`config.mk`:
```
export PLATFORM = sky130hd
export DESIGN_NAME = instr_encoder
export DESIGN_NICKNAME = d
export VERILOG_FILES = /design/src/rtl/instr_encoder.sv
export SDC_FILE = /design/constraint.sdc
export NUM_CORES = 1
export LEC_CHECK = 0
export BUFFER_PORTS_ARGS = -buffer_cell sky130_fd_sc_hd__buf_2
export CAP_MARGIN = 0
export CORE_MARGIN = 8
export CORE_UTILIZATION = 50
export CTS_CLUSTER_DIAMETER = 30
export DETAILED_ROUTE_END_ITERATION = 10
export PLACE_DENSITY_LB_ADDON = 0.3
export REMOVE_ABC_BUFFERS = 1
export SLEW_MARGIN = 20
export SYNTH_ARGS = -nofsm -noshare
export SYNTH_HDL_FRONTEND = slang
export SYNTH_SLANG_ARGS = --single-unit
export TNS_END_PERCENT = 30
```
`constraint.sdc`:
```
create_clock -name clk_i -period 2.7 [get_ports clk_i]
set_input_delay 0.405 -clock clk_i [delete_from_list [all_inputs] [get_ports clk_i]]
set_output_delay 0.405 -clock clk_i [all_outputs]
set_load 0.02 [all_outputs]
```
`src/rtl/instr_encoder.sv`:
```
// instr_encoder: encodes RV32 R-type / I-type ALU instructions into a small
// FIFO output buffer with valid/ready handshakes on both sides.
// Optional macro ENC_CHECK_EN: drop illegal I-type shift encodings and set a
// sticky err_o flag; without it err_o is tied 0 and every request is pushed.
module instr_encoder #(
    parameter int unsigned DEPTH = 4
) (
    input  logic                     clk_i,
    input  logic                     rst_i,
    input  logic                     req_valid_i,
    output logic                     req_ready_o,
    input  logic                     type_i,
    input  logic [6:0]               funct7_i,
    input  logic [2:0]               funct3_i,
    input  logic [4:0]               rd_i,
    input  logic [4:0]               rs1_i,
    input  logic [4:0]               rs2_i,
    input  logic [11:0]              imm_i,
    output logic                     instr_valid_o,
    input  logic                     instr_ready_i,
    output logic [31:0]              instr_o,
    output logic [$clog2(DEPTH):0]   count_o,
    output logic [15:0]              issued_o,
    output logic                     err_o
);

    localparam int unsigned AW = $clog2(DEPTH);
    localparam int unsigned CW = AW + 1;
    localparam logic [6:0]  OP_R = 7'b0110011;
    localparam logic [6:0]  OP_I = 7'b0010011;

    logic [31:0]   mem [DEPTH];
    logic [AW-1:0] wr_ptr;
    logic [AW-1:0] rd_ptr;
    logic [31:0]   word;
    logic          accept;
    logic          illegal;
    logic          push;
    logic          pop;

    // Handshake status is derived from the registered occupancy only.
    assign req_ready_o   = (count_o != CW'(DEPTH));
    assign instr_valid_o = (count_o != CW'(0));
    assign instr_o       = instr_valid_o ? mem[rd_ptr] : 32'h0;

    assign accept = req_valid_i && req_ready_o;
    assign pop    = instr_valid_o && instr_ready_i;
    assign push   = accept && !illegal;

    // Instruction word formation for the two supported formats.
    always_comb begin
        word = 32'h0;
        if (type_i) begin
            word = {imm_i, rs1_i, funct3_i, rd_i, OP_I};
        end else begin
            word = {funct7_i, rs2_i, rs1_i, funct3_i, rd_i, OP_R};
        end
    end

`ifdef ENC_CHECK_EN
    // Shift-immediate legality: SLLI needs imm[11:5]=0, SRLI/SRAI need 0 or 0x20.
    always_comb begin
        illegal = 1'b0;
        if (type_i) begin
            if (funct3_i == 3'b001 && imm_i[11:5] != 7'b0000000) begin
                illegal = 1'b1;
            end
            if (funct3_i == 3'b101 && imm_i[11:5] != 7'b0000000
                                   && imm_i[11:5] != 7'b0100000) begin
                illegal = 1'b1;
            end
        end
    end

    // Sticky error flag, cleared only by reset.
    always_ff @(posedge clk_i or negedge rst_i) begin
        if (!rst_i) begin
            err_o <= 1'b0;
        end else if (accept && illegal) begin
            err_o <= 1'b1;
        end
    end
`else
    assign illegal = 1'b0;
    assign err_o   = 1'b0;
`endif

    // Buffer storage; contents are don't-care while not counted as valid.
    always_ff @(posedge clk_i) begin
        if (push) begin
            mem[wr_ptr] <= word;
        end
    end

    // Pointers, occupancy and pop counter; reset discards everything at once.
    always_ff @(posedge clk_i or negedge rst_i) begin
        if (!rst_i) begin
            wr_ptr   <= '0;
            rd_ptr   <= '0;
            count_o  <= '0;
            issued_o <= 16'h0;
        end else begin
            if (push) begin
                wr_ptr <= wr_ptr + AW'(1);
            end
            if (pop) begin
                rd_ptr   <= rd_ptr + AW'(1);
                issued_o <= issued_o + 16'd1;
            end
            if (push && !pop) begin
                count_o <= count_o + CW'(1);
            end else if (pop && !push) begin
                count_o <= count_o - CW'(1);
            end
        end
    end

endmodule

```
# After elaboration in Yosys (flattened, before gate mapping)
# Memories as Yosys holds them, arrays and structs flattened.
# Index checks and enable logic that the tools add are counted.
[word_totals]
mem_bits_rw = 128
register_bits = 23
memories = 1
[mem_list]
columns = ["name", "words", "word_bits", "read_ports", "rd_ports_with_merged_regs", "wr", "line", "source"]
rows = [
  ["mem", 4, 32, 1, 0, 1, "32", "logic [31:0] mem [DEPTH];"],
]
[op_classes]
muxes = 6
addsub = 5
eq_ne = 1
n_reduce_logical = 8
[ops]
columns = ["op", "n"]
rows = [
  ["$mux 32", 2],
  ["$add 16x1->16 const B", 1],
  ["$mux 3", 2],
  ["$add 2x1->2 const B", 2],
  ["$logic_and 1x1->1", 4],
  ["$add 3x1->3 const B", 1],
  ["$ne 3x3->1 const B", 1],
  ["$reduce_bool 3->1", 1],
  ["$sub 3x1->3 const B", 1],
  ["$logic_not 1->1", 2],
  ["$mux 1", 2],
  ["$reduce_bool 2->1", 1],
]

# Depth between registers and ports, before layout
[logic_depth]
depth_word = 6
depth_mapped = 9
depth_no_buf = 9

# Least setup slack after synthesis
# No wires, ideal clock.
[synth_path]
path_type = "reg-to-reg"
from = "reg count_o[0]"
to = "reg count_o[2]"
stages_incl_launch_ff = 10
slack_ns = 0.527
synth_period_minus_slack_ns = 2.173
t_arrival_ns = 2.093
cell_sequence = "dfrtp_1 nor2_1 nand2_1 and2_0 ha_1 inv_1 fa_1 xor2_1 nor2_1 xor2_1"
[synth_between]
elab_chain_cells = 5
[synth_lines]
columns = ["item", "line", "source"]
rows = [
  ["start, declared", "22", "output logic [$clog2(DEPTH):0] count_o,"],
  ["start signal, assigned", "111", "count_o <= count_o + CW'(1);"],
  ["start signal, assigned", "113", "count_o <= count_o - CW'(1);"],
  ["$ne 3x3->1 *", "42", "assign req_ready_o = (count_o != CW'(DEPTH));"],
  ["named net req_ready_o", "11", "output logic req_ready_o,"],
  ["$logic_and 1x1->1 *", "46", "assign accept = req_valid_i && req_ready_o;"],
  ["named net accept", "36", "logic accept;"],
  ["$logic_not 1->1", "112", "end else if (pop && !push) begin"],
  ["$logic_and 1x1->1", "112", ""],
  ["$reduce_bool 2->1 (no source line)", "-", ""],
]
# The timed path passes the listed nets; every way through them passes the cells marked *. The select of a mux whose other input is x is not followed.
# A chain may end at the register's enable or synchronous reset.

# Worst setup path after layout
[layout_path]
from = "reg rd_ptr[0]"
to = "out instr_o[10]"
[layout_between]
elab_chain_cells = 2
[layout_lines]
columns = ["item", "line", "source"]
rows = [
  ["start, declared", "34", "logic [AW-1:0] rd_ptr;"],
  ["start signal, assigned", "107", "rd_ptr <= rd_ptr + AW'(1);"],
  ["$mem_v2 4x32", "-", ""],
  ["$mux 32", "44", "assign instr_o = instr_valid_o ? mem[rd_ptr] : 32'h0;"],
  ["end, declared", "21", "output logic [31:0] instr_o,"],
]
# No other way between the ends.

==> results summary <==
The run finished with clean final reports. The share of the clock period used by the worst path is 0.955. The clock transition at the registers of the reported paths came out at approximately 0.060 ns. The number of port buffers came out at 91. The highest clock rate is 0.388 GHz. Clock tree synthesis selected as its root buffer the cell sky130_fd_sc_hd__clkbuf_8.

The transition time at the pin with the least slew margin is between 0.5 and 0.6 ns. The detailed router's first-iteration violation count came out at about 150. The height of the die came out at approximately 120 µm. In this run the critical register-to-register path is captured at count_o[2].

Averaged over all synthesized cells, the footprint is around 19 µm². The ratio of total power to cell area is ~1200 nW/µm². The clock latency reported for the late side of the worst-skew pair came out at slightly above 0.5 ns.

Counting flops with an async set or reset pin after synthesis yields a share of 0.181. The switching share of power came out at 0.327. The total overflow reported by the global router is 0.

The final count of negative-setup-slack endpoints is 0. The first global-routing pass estimated 15500 µm of wire. The count of nets after finishing came out at approximately 430. Walking the worst path, the cells encountered are buf_12 -> mux4_2 -> nor2b_1 -> buf_2.

The final sum of negative setup slack came out at 0 ns. The synthesized design contains 104 enable-type register cells. The number of search-and-repair iterations in the first detailed-routing pass came out at 6.

The cell count after synthesis is approximately 280. The via-per-instance ratio is 5.20. The flip-flop and latch count after synthesis is approximately 130. The number of synthesis warnings came out at 0.

The worst-case clock buffer depth came out at 2. The number of antenna violations at the first check in global routing was 0. The detailed placement HPWL is roughly 6000 µm. The startpoint identified for the worst hold timing path is rs1_i[4].

The design internal power came out at 5.21 mW. The total of max-cap violations is 0. Routability-driven placement finished with a final weighted congestion of 0.757.

For this design, the sink count on the clock tree is about 130. The number of standard-cell rows in the floorplan came out at 37. The worst hold path terminates at mem[0][19].

The area of the multi-input gates came out at around 1400 µm². Entering global routing, the biggest net connects 28 pins. The total standard cell area after synthesis is between 5000 and 6000 µm². The relative area change from synthesis to final layout came out at 23.8%. Data arrives at the worst endpoint at 2.17 ns. The layout has around 760 filler cells.

The worst min-delay path class is input pin to flip-flop. The number of levels in the clock H-tree is 4. The count of final max-slew check failures came out at 0. Of the total power, combinational logic draws 0.323.

By startpoint and endpoint, the worst setup path is classified as flip-flop to primary output. Setup slack on the worst reg-to-reg path comes out at around 0.53 ns. STA classifies the critical path startpoint as a flip-flop. For this run, the register share of the synthesized area comes to 0.705.

The number of vias in the routed layout is roughly 2800. For this design the top-level I/O count stands at between 90 and 100. The number of clock buffers added by TritonCTS is 17. The number of cells on the worst hold path is 1.

For this run, the leading register cell type out of synthesis is sky130_fd_sc_hd__edfxtp_1. The required time of the critical path is 2.30 ns. The number of global-route vias before repair came out at between 3000 and 4000. The total DRC errors in the routed layout is 0. The fraction of power consumed by sequential logic came out at 0.365. The detail-routed net length per standard cell came out at 18.1 µm. The number of routed nets with antenna violations came out at 0. The cell accounting for the most synthesized area is sky130_fd_sc_hd__edfxtp_1.

The largest individual stage delay along the critical path comes from the cell sky130_fd_sc_hd__dfrtp_4. The stage delay of the slowest cell on the critical path is 0.58 ns. Of the post-synthesis cell area, the dominant cell type holds 0.595. The die covers 14000 µm². The area occupied by registers came out at between 3000 and 4000 µm². The worst setup path is captured at a primary output. The global routing usage summed across all routing layers is 0.144. The post-detailed-routing wire length is approximately 9600 µm. The number of diodes added for antenna fixing came out at 0. The static leakage is approximately 2.5 nW. In this run the worst path has a maximum fanout of 17. The TritonCTS clock tree is built. The number of failing hold endpoints at the final stage came to 0. The initial standard-cell utilization of the core came out at 0.510. The share of post-route cells with drive strength above 1 came out at 0.445.

In this run the standard cell core region covers 10300 µm². The count of different cell masters after synthesis came out at 27. Across the routed clock network, the largest skew measured is approximately 0.011 ns. Setup repair after global routing left no endpoint under its margin. By area the synthesized netlist is led by sky130_fd_sc_hd__edfxtp_1 (60%), sky130_fd_sc_hd__mux4_2 (11%), sky130_fd_sc_hd__dfrtp_1 (11%), sky130_fd_sc_hd__mux2_2 (3.2%), sky130_fd_sc_hd__nor2b_1 (3.1%).

The smallest hold slack came out at ~0.11 ns. Headroom to the max-slew limit came out at 0.618. The clock network fraction of total power came out at 0.312. The launch point of the worst reg-to-reg path is count_o[0]. The net switching power figure came out at roughly 2.5 mW. The floorplan die width came out at ~120 µm. The largest vdd supply drop is 0.585 mV. The final period demand of the worst path is about 2.6 ns. The worst-case reg-to-reg path depth is 9.
metrics by stage:
stage	util	power [mW]	area, µm²	setup slack, ns	cells
finish	0.632	7.75	6490	0.121	534
global placement	0.569	5.39	5850	0.563	501
detailed placement	0.569	5.42	5850	0.537	501
floorplan	-	4.52	5130	0.244	265
CTS	0.632	7.86	6490	0.0667	534
global route	0.632	8.15	6490	0.000364	534
placed cells by master, fill, tap and decap left out, drive strengths merged, types with 6 or more instances in the layout:
cell type,count
edfxtp,104
buf,100
mux4,26
nor2b,26
dfrtp,23
clkbuf,17
mux2,15
inv,14
xnor2,13
and3,9
xor2,8
nand2,6
ha,6
worst max-delay path, delay by kind of cell (launching register included):
| kind | cells | cell delay (ns) |
|---|---|---|
| flops | 1 | 0.58 |
| mux | 1 | 0.54 |
| buf+inv | 2 | 0.40 |
| simple gates | 1 | 0.15 |
synth_stat cells, types with 3 or more instances:
cell / number
sky130_fd_sc_hd__edfxtp_1: 104
sky130_fd_sc_hd__mux4_2: 26
sky130_fd_sc_hd__nor2b_1: 26
sky130_fd_sc_hd__dfrtp_1: 23
sky130_fd_sc_hd__mux2_2: 15
sky130_fd_sc_hd__xnor2_1: 13
sky130_fd_sc_hd__and3_1: 8
sky130_fd_sc_hd__xor2_1: 8
sky130_fd_sc_hd__buf_4: 7
sky130_fd_sc_hd__ha_1: 6
sky130_fd_sc_hd__inv_1: 6
sky130_fd_sc_hd__nand2_1: 6
sky130_fd_sc_hd__buf_2: 4
sky130_fd_sc_hd__buf_6: 4
sky130_fd_sc_hd__nand4_1: 4
sky130_fd_sc_hd__nor2_1: 4
sky130_fd_sc_hd__nand3_1: 3
how the worst max path moves through the flow:
stage / start / to / slack, ns / cells after the start
floorplan: count_o[0] / instr_o[0] / 0.24 / 2
global placement: rd_ptr[0] / instr_o[10] / 0.56 / 4
detailed placement: rd_ptr[0] / instr_o[10] / 0.54 / 4
CTS: rd_ptr[0] / instr_o[10] / 0.07 / 4
global route: rd_ptr[0] / instr_o[10] / 0.0004 / 4
finish: rd_ptr[0] / instr_o[10] / 0.12 / 4
metal layers:
metal  vias to the layer above  track usage  share of wire
li1                       1272            -              -
met1                      1410        0.167           0.43
met2                        82        0.233           0.50
met3                        15       0.0590          0.056
met4                         0       0.0632          0.017
met5                         -            0              0
sequential cells by signal (all words and copies together), names as in the netlist:
name / flops
mem: 104
issued_o: 16
count_o: 3
rd_ptr: 2
wr_ptr: 2
power groups by stage:
| stage | Sequential (mW) | Clock (mW) | Combinational [mW] |
|---|---|---|---|
| after global routing | 2.89 | 2.53 | 2.73 |
| after global placement | 2.85 | 0 | 2.54 |
| after floorplan | 3.00 | 0 | 1.53 |
| final | 2.83 | 2.42 | 2.51 |
| after detailed placement | 2.87 | 0 | 2.55 |
| after CTS | 2.84 | 2.45 | 2.57 |
logic make-up after synthesis:
family / synth area share
AND/OR/NAND/NOR: 0.0675
other: 0.000715
AO/OA/AOI/OAI: 0.00167
XOR/XNOR: 0.0351
adder cells (fa/ha/maj): 0.0181
multiplexers: 0.144
buffers and inverters: 0.0281
flip-flops: 0.705
final cells by class:
type	instances	area share
well taps	136	0.0262
multi-input cells	132	0.218
clock buffers	17	0.0638
repair buffers	101	0.0840
clock inverters	15	0.0341
inverters	6	0.00347
flip-flops and latches	127	0.570
timing repair:
item | in CTS | in global routing
hold endpoints to repair | 23 | 0
setup buffers | 0 | 0
setup endpoints to repair | 1 | 0
gates resized for setup | 1 | 0
hold buffers | 1 | 0
(Power assumes the default switching activity.)
